**src/rtl/psm_phase_decoder.sv**
```systemverilog
// PSM gate decoder: recovers period, per-leg offsets, folded SPS and leg-0 deadtime
// from the eight gate signals, publishing one measurement set per leg-0 period.
//
// state  | meaning
// S_IDLE | waiting for a leg-0 top rising edge; nothing captured
// S_RUN  | counting since the last leg-0 edge, capturing edges, publishing
module psm_phase_decoder #(
  parameter int W           = 16,
  parameter int SYNC_STAGES = 2
) (
  input  logic         CLK,
  input  logic         RST,
  input  logic [7:0]   iPSM,
  output logic [W-1:0] oPERIOD,
  output logic [W-1:0] oOFS1,
  output logic [W-1:0] oOFS2,
  output logic [W-1:0] oOFS3,
  output logic [W-1:0] oSPS,
  output logic         oSPS_SIGN,
  output logic [W-1:0] oDEADTIME,
  output logic [3:0]   oMISS,
  output logic         oVALID,
  output logic         oLOCK,
  output logic         oTIMEOUT
);

  localparam int           NS  = (SYNC_STAGES < 1) ? 1 : SYNC_STAGES;
  localparam logic [W-1:0] ONE = W'(1);

  typedef enum logic {
    S_IDLE = 1'b0,
    S_RUN  = 1'b1
  } state_t;

  logic [7:0] sync_q [NS];
  logic [7:0] dly_q;
  logic [7:0] synced;
  logic [7:0] rise;
  logic [7:0] fall;
  logic       unused_edges;

  always_ff @(posedge CLK) begin
    if (RST) begin
      for (int i = 0; i < NS; i++) sync_q[i] <= '0;
      dly_q <= '0;
    end else begin
      sync_q[0] <= iPSM;
      for (int i = 1; i < NS; i++) sync_q[i] <= sync_q[i-1];
      dly_q <= sync_q[NS-1];
    end
  end

  assign synced = sync_q[NS-1];
  assign rise   = synced & ~dly_q;
  assign fall   = ~synced & dly_q;
  // Bottom gates of legs 1..3 and all falling edges but leg-0 top are not measured.
  assign unused_edges = ^{rise[7], rise[5], rise[3], fall[7:1]};

  state_t       state_q, state_d;
  logic [W-1:0] cnt_q, cnt_d;
  logic [3:0]   flag_q, flag_d;
  logic         armed_q, armed_d;
  logic [W-1:0] fall_cnt_q, fall_cnt_d;
  logic [W-1:0] ofs_q [3];
  logic [W-1:0] ofs_d [3];
  logic [W-1:0] dt_q, dt_d;

  logic [W-1:0] snap_per_q, snap_per_d;
  logic [W-1:0] snap_ofs_q [3];
  logic [W-1:0] snap_ofs_d [3];
  logic [W-1:0] snap_dt_q, snap_dt_d;
  logic [3:0]   snap_flag_q, snap_flag_d;
  logic         pend_q, pend_d;

  logic [W-1:0] period_q, period_d;
  logic [W-1:0] ofso_q [3];
  logic [W-1:0] ofso_d [3];
  logic [W-1:0] sps_q, sps_d;
  logic         sign_q, sign_d;
  logic [W-1:0] dto_q, dto_d;
  logic [3:0]   miss_q, miss_d;
  logic         valid_q, valid_d;
  logic         lock_q, lock_d;

  logic [W-1:0] cur;
  logic [3:0]   fl;
  logic         arm;
  logic [W-1:0] fc;
  logic         timeout_c;
  logic [W-1:0] half;
  logic [W-1:0] ofs2_pub;

  always_comb begin
    state_d     = state_q;
    cnt_d       = cnt_q;
    flag_d      = flag_q;
    armed_d     = armed_q;
    fall_cnt_d  = fall_cnt_q;
    ofs_d       = ofs_q;
    dt_d        = dt_q;
    snap_per_d  = snap_per_q;
    snap_ofs_d  = snap_ofs_q;
    snap_dt_d   = snap_dt_q;
    snap_flag_d = snap_flag_q;
    pend_d      = 1'b0;
    cur         = cnt_q;
    fl          = flag_q;
    arm         = armed_q;
    fc          = fall_cnt_q;
    timeout_c   = 1'b0;

    case (state_q)
      S_IDLE: begin
        if (rise[0]) begin
          state_d = S_RUN;
          cnt_d   = ONE;
          flag_d  = '0;
          armed_d = 1'b0;
        end
      end
      S_RUN: begin
        cnt_d = cnt_q + ONE;
        if (rise[0]) begin
          snap_per_d  = cnt_q;
          snap_ofs_d  = ofs_q;
          snap_dt_d   = dt_q;
          snap_flag_d = flag_q;
          pend_d      = 1'b1;
          cnt_d       = ONE;
          // Edges coincident with the leg-0 edge belong to the new period at offset 0.
          cur = '0;
          fl  = '0;
          arm = 1'b0;
        end else if (cnt_q == '1) begin
          timeout_c = 1'b1;
          state_d   = S_IDLE;
        end

        if (!timeout_c) begin
          for (int k = 1; k < 4; k++) begin
            if (rise[2*k] && !fl[k]) begin
              ofs_d[k-1] = cur;
              fl[k]      = 1'b1;
            end
          end
          if (fall[0] && !fl[0]) begin
            fc  = cur;
            arm = 1'b1;
          end
          if (rise[1] && arm) begin
            dt_d  = cur - fc;
            fl[0] = 1'b1;
            arm   = 1'b0;
          end
          flag_d     = fl;
          armed_d    = arm;
          fall_cnt_d = fc;
        end
      end
      default: state_d = S_IDLE;
    endcase
  end

  always_comb begin
    half     = snap_per_q >> 1;
    ofs2_pub = snap_flag_q[2] ? snap_ofs_q[1] : '0;
    period_d = period_q;
    ofso_d   = ofso_q;
    sps_d    = sps_q;
    sign_d   = sign_q;
    dto_d    = dto_q;
    miss_d   = miss_q;
    lock_d   = lock_q;
    valid_d  = 1'b0;

    if (pend_q) begin
      period_d = snap_per_q;
      for (int k = 0; k < 3; k++) ofso_d[k] = snap_flag_q[k+1] ? snap_ofs_q[k] : '0;
      dto_d   = snap_flag_q[0] ? snap_dt_q : '0;
      miss_d  = ~snap_flag_q;
      valid_d = 1'b1;
      lock_d  = 1'b1;
      // Fold the bridge-2 offset into a shift of at most half a period.
      if (!snap_flag_q[2]) begin
        sps_d  = '0;
        sign_d = 1'b0;
      end else if (ofs2_pub <= half) begin
        sps_d  = ofs2_pub;
        sign_d = 1'b1;
      end else begin
        sps_d  = snap_per_q - ofs2_pub;
        sign_d = 1'b0;
      end
    end else if (timeout_c) begin
      period_d = '0;
      for (int k = 0; k < 3; k++) ofso_d[k] = '0;
      sps_d  = '0;
      sign_d = 1'b0;
      dto_d  = '0;
      miss_d = '0;
      lock_d = 1'b0;
    end
  end

  always_ff @(posedge CLK) begin
    if (RST) begin
      state_q     <= S_IDLE;
      cnt_q       <= '0;
      flag_q      <= '0;
      armed_q     <= 1'b0;
      fall_cnt_q  <= '0;
      dt_q        <= '0;
      snap_per_q  <= '0;
      snap_dt_q   <= '0;
      snap_flag_q <= '0;
      pend_q      <= 1'b0;
      period_q    <= '0;
      sps_q       <= '0;
      sign_q      <= 1'b0;
      dto_q       <= '0;
      miss_q      <= '0;
      valid_q     <= 1'b0;
      lock_q      <= 1'b0;
      for (int k = 0; k < 3; k++) begin
        ofs_q[k]      <= '0;
        snap_ofs_q[k] <= '0;
        ofso_q[k]     <= '0;
      end
    end else begin
      state_q     <= state_d;
      cnt_q       <= cnt_d;
      flag_q      <= flag_d;
      armed_q     <= armed_d;
      fall_cnt_q  <= fall_cnt_d;
      dt_q        <= dt_d;
      snap_per_q  <= snap_per_d;
      snap_dt_q   <= snap_dt_d;
      snap_flag_q <= snap_flag_d;
      pend_q      <= pend_d;
      period_q    <= period_d;
      sps_q       <= sps_d;
      sign_q      <= sign_d;
      dto_q       <= dto_d;
      miss_q      <= miss_d;
      valid_q     <= valid_d;
      lock_q      <= lock_d;
      for (int k = 0; k < 3; k++) begin
        ofs_q[k]      <= ofs_d[k];
        snap_ofs_q[k] <= snap_ofs_d[k];
        ofso_q[k]     <= ofso_d[k];
      end
    end
  end

  assign oPERIOD   = period_q;
  assign oOFS1     = ofso_q[0];
  assign oOFS2     = ofso_q[1];
  assign oOFS3     = ofso_q[2];
  assign oSPS      = sps_q;
  assign oSPS_SIGN = sign_q;
  assign oDEADTIME = dto_q;
  assign oMISS     = miss_q;
  assign oVALID    = valid_q;
  assign oLOCK     = lock_q;
  assign oTIMEOUT  = timeout_c & ~RST;

endmodule
```
**config.mk**
```make
export PLATFORM = sky130hd
export DESIGN_NAME = psm_phase_decoder
export DESIGN_NICKNAME = d
export VERILOG_FILES = /design/src/rtl/psm_phase_decoder.sv
export SDC_FILE = /design/constraint.sdc
export NUM_CORES = 1
export LEC_CHECK = 0
export ABC_AREA = 1
export CAP_MARGIN = 10
export CORE_MARGIN = 2
export CORE_UTILIZATION = 58
export CTS_BUF_LIST = sky130_fd_sc_hd__clkbuf_16
export DETAILED_ROUTE_END_ITERATION = 12
export PLACE_DENSITY = 0.9
export RECOVER_POWER = 100
export SYNTH_ARGS = -nofsm -noshare
export SYNTH_HDL_FRONTEND = slang
export SYNTH_SLANG_ARGS = --single-unit
```
**constraint.sdc**
```tcl
create_clock -name CLK -period 3.7 [get_ports CLK]
set_input_delay 1.11 -clock CLK [delete_from_list [all_inputs] [get_ports CLK]]
set_output_delay 1.11 -clock CLK [all_outputs]
set_load 0.1 [all_outputs]
```
Yosys cells after proc, flatten, opt, wreduce, memory -nomap -nowiden --
Memory sizes are Yosys's and may differ from the RTL's. Cells that the tools add are included.
Storage, ports and cells: bits in writable memories 16, memories kept 1, output and inout bits 104, register bits 297, logic and storage cells 119
Cells by class: bitwise gates (word level) 11, equality and inequality tests 3, add/sub/neg operators 3, mux-type cells 56, magnitude comparators 1, reduce and logical (&&, ||, !) cells 17
Memory list:
- sync_q | words 2, bits a word 8, rd ports 2, clocked after memory_dff 0, write ports 2, line 35 | logic [7:0] sync_q [NS];
Operators with widths (count):
- two-way mux 16 bit | 17
- two-way mux 48 bit | 2
- one-hot mux 16 bit (2 select lines) | 1
- subtractor 16 bit | 2
- two-way mux 1 bit | 26
- two-way mux 4 bit | 5
- adder 16 x 1 -> 16 bit (second input constant) | 1
- equality test 16 bit (second input constant) | 1
- <= comparator 16 x 15 -> 1 bit | 1
- two-way mux 8 bit | 2
- AND reduction 3 bit | 4
- one-hot mux 4 bit (2 select lines) | 1
- AND 7 bit | 1
- NOT 7 bit | 1
- logical AND 1 bit | 5
- zero test 1 bit | 4
- inequality test 2 bit (second input constant) | 2
- NOT 1 bit | 4
- NOT 4 bit | 1
- one-hot mux 1 bit (2 select lines) | 2
- AND reduction 2 bit | 2
- AND 1 bit | 2
- bitwise OR 1 bit | 2
- nonzero test 2 bit | 1
- OR reduction 2 bit | 1

Logic depth before layout (Yosys ltp) --
word-level depth 13, depth in mapped cells 20, gate-level depth less buffers 18

Worst setup path after synthesis --
OpenSTA, ideal clock, no wires.
path type input to output, start point input RST, end point output oTIMEOUT, data arrival time 3597 ps, buffers on the path 2, stages 3, path slack -1007 ps, cells stage by stage clkbuf_1 -> clkbuf_1 -> nor3_1
Between the ends: word-level cells in the longest chain between the ends 2
RTL lines:
- start: declaration | line 12 | input logic RST,
- NOT 1 bit | line 265 | assign oTIMEOUT = timeout_c & ~RST;
- AND 1 bit | line 265
- end: declaration | line 24 | output logic oTIMEOUT
Every way passes these cells.

Worst setup path after layout --
start point register cnt_q[1], end point output oTIMEOUT
Between the ends: word-level cells in the longest chain between the ends 6
RTL lines:
- start: declaration | line 60 | logic [W-1:0] cnt_q, cnt_d;
- start signal: assignment | line 231 | cnt_q <= cnt_d;
- equality test 16 bit | line 134 | end else if (cnt_q == '1) begin
- two-way mux 1 bit | line 134
- two-way mux 1 bit | line 123 | if (rise[0]) begin
- two-way mux 1 bit (2 in series) | line 112 | case (state_q)
- AND 1 bit | line 265
Every way passes these cells. The select of a mux whose other input is x is not followed.

==> results.md <==
- Root Driver: clkbuf_16
- RSZ-0062 raised after global routing: no
- Starting Density: 58.9%
- Placement Setup Slack: 0.739 ns
- Port buffer count: 110
- # setup viols final: 0
- Post-Route WL: 36100 um
- Core area: 22600 sq um
- Final Worst Setup Slack: 0.312 ns
- Post-route cell area: 14700 sq um
- Num ports: 114
- Commonest cells post-synth: 333 x nand2_1, 305 x dfxtp_1, 232 x a21oi_1, 225 x nand3_1, 146 x o21ai_0
- Cell Area, Placed: 14200 sq um
- Clock sinks: 305
- Post-cts gate resize count: 0
- Tot GR Track Use: 29.1%
- First-pass GRT wire length: 57400 um
- H-tree depth: 1
- CTS tree: yes
- CP endpoint kind: primary output
- Min-delay src: sync_q[0][6]
- DRT iter0 DRCs: 1277
- Power Density: 459 nW/um^2
- Fin. max-slew vios: 262
- Period utilization: 91.6%
- Synthesized flop and latch total: 305
- Worst Reg-to-Reg Cells: 7
- Logic gate share of total power: 6.5%
- Hold Path End: sync_q[0][14]
- Synth async-reset ratio: 0%
- Worst-Margin Slew: 1.99 ns
- Worst Path Max Fanout: 5
- Leakage: 5.82 nW
- Clk pwr share: 44.0%
- Syn nets: 1842
- Worst setup SP type: flip-flop
- Minimum clock period: 3.39 ns
- Most frequent cell after synthesis: nand2_1
- Clk slew on worst S/H paths: 0.06 ns
- Psw: 1.62 mW
- Final net count: 1894
- Layout area overhead: 10.1%
- Final core utilization: 64.9%
- DRC violations left: 0
- Reg-to-Reg Start: sync_q[0][8]
- Die Ht: 156 um
- Flop2flop setup slack: 0.35 ns
- Netlist Area Pre-Place: 13300 sq um
- Largest net degree at the start of global routing: 108
- CP Data Arrival Time: 2.28 ns
- Worst Hold Depth: 2
- Reg-to-Reg End: snap_ofs_q[29]
- Initial antenna violation count: 0
- Die W: 156 um
- Wirelength per Cell: 16.8 um
- Post-synth top area share: 45.8%
- Sw frac: 24.1%
- Top area cells in the synthesized netlist: dfxtp_1 46%, nand2_1 9.4%, a21oi_1 8.7%, nand3_1 8.4%, o21ai_0 5.5%
- Hold-fix buffers, CTS: 0
- GP Congestion: 0.938
- Post-synth EDFFs: 0
- Vias/cell: 5.81
- Clock Path Buffers: 3
- Failing checks: capacitance limit, slew limit
- Endpoints failing hold: 0
- Worst VDD drop: 0.305 mV
- Ant. Diodes: 0
- Post-synthesis sequential area ratio: 45.8%
- Die Footprint: 24200 sq um
- Pre-Repair DR Iteration Count: 6
- Vias in the first global route: 11400
- Syn. warnings: 0
- Hold WC Path Type: flip-flop to flip-flop
- Post-CTS Repair Setup Buffers: 0
- Crit path required time: 2.59 ns
- Routed Antenna Nets: 0
- Ratio of cells with drive above 1 in the final layout: 3.91%
- Setup Skew: 0.0155 ns
- Post-Synthesis Cells: 1792
- Setup_tns: 0 ns
- Reg power frac: 49.4%
- Syn Area/Cell: 7.44 sq um
- Kind of critical path: flip-flop to primary output
- Synth unique cells: 48
- Ys flop type: dfxtp_1
- Max-cap violation count: 3
- Hpwl dp: 24600 um
- Rel. slew slack: -32.7%
- Total CTS buffers: 30
- Int Power: 5.12 mW
- Via count: 12500
- Rows: 55
- Status: finished with violations
- Largest area contributor in the netlist: dfxtp_1
- Clk Latency, worst-skew pair: 0.58 ns
- Remaining Overflow, GRT: 0
- Fmax: 0.295 GHz
[placed cells by master, fill, tap and decap left out, types with 4 or more instances in the layout]
cell type | synthesis | layout
xnor2_1 | 4 | 4
nand3b_1 | 4 | 4
nand3_1 | 225 | 228
nor3_1 | 14 | 14
clkdlybuf4s50_1 | 0 | 5
o21bai_1 | 4 | 4
o21ai_0 | 146 | 152
buf_4 | 6 | 10
clkinv_2 | 0 | 5
clkinv_1 | 1 | 9
a31oi_1 | 9 | 9
ha_1 | 38 | 38
nor2_1 | 140 | 139
xor2_1 | 8 | 8
clkbuf_16 | 0 | 30
dfxtp_1 | 305 | 303
a211oi_1 | 12 | 17
nand2_1 | 333 | 334
nand4_1 | 13 | 15
inv_1 | 145 | 151
clkbuf_1 | 69 | 107
a21oi_1 | 232 | 232
[critical path, cell delays in order, from the launching register on]
cell	delay [ns]
dfxtp_1	0.43
ha_1	0.21
nand2_1	0.08
nor2_1	0.09
nand2_1	0.08
inv_1	0.08
nand3_1	0.25
nor3_4	0.28
buf_12	0.21
[cell families after synthesis]
logic type | Yosys count | synth area share (%)
DFF | 305 | 45.8
buffers and inverters | 259 | 7.98
and+or+nand+nor | 748 | 24.6
xor gates and xnor gates | 12 | 0.788
adders and majority gates | 40 | 3.86
AOI/OAI and AO/OA | 428 | 17.0
[power by group through the flow]
| stage | logic [mW] | registers [mW] | clock network (mW) |
|---|---|---|---|
| final | 0.440 | 3.33 | 2.97 |
| after global routing | 0.492 | 3.33 | 3.12 |
| after CTS | 0.440 | 3.33 | 2.98 |
| after detailed placement | 0.437 | 3.40 | 0 |
| after global placement | 0.428 | 3.40 | 0 |
| after floorplan | 0.343 | 3.40 | 0 |
[final cells by class]
class | instances | area (sq um)
flip-flops and latches | 305 | 6110
repair buffers | 127 | 582
fillers | 1935 | 7960
clock buffers | 30 | 751
well taps | 285 | 357
clock inverters | 23 | 210
inverters | 152 | 573
multi-input cells | 1228 | 6100
[flip-flops by register name, summed over array words and instances (netlist names), 4 cells and up]
register     cells
oOFS1           16
snap_per_q      16
snap_flag_q      4
oDEADTIME       16
flag_q           4
dly_q            5
oSPS            16
dt_q            16
oMISS            4
cnt_q           16
fall_cnt_q      16
oOFS3           16
snap_ofs_q      48
snap_dt_q       16
sync_q          10
oPERIOD         16
ofs_q           48
oOFS2           16
[per-stage QoR]
stage,instances,power (mW),hold slack (ns)
floorplan,1792,3.74,0.388
global placement,2097,3.83,0.393
detailed placement,2097,3.84,0.396
CTS,2150,6.75,0.405
global route,2150,6.94,0.434
finish,2150,6.74,0.404
[layer usage]
metal	vias up	global-route usage (%)	part of all wire [%]	wire length, um
met5	-	0	0	0
met1	5797	40.3	44	15900
met2	512	47.0	46	16500
met3	90	4.11	7.3	2640
li1	6084	-	-	-
met4	0	9.74	2.9	1040
[how the worst max path moves through the flow]
stage	start	endpoint	slack [ns]	depth (start not counted)
finish	cnt_q[1]	oTIMEOUT	0.31	8
global route	sync_q[0][8]	snap_ofs_q[29]	0.13	7
CTS	cnt_q[1]	oTIMEOUT	0.40	8
detailed placement	sync_q[0][8]	dt_q[15]	0.74	16
global placement	sync_q[0][8]	dt_q[15]	0.79	16
floorplan	RST	oTIMEOUT	0.25	3
(Power assumes the default switching activity.)
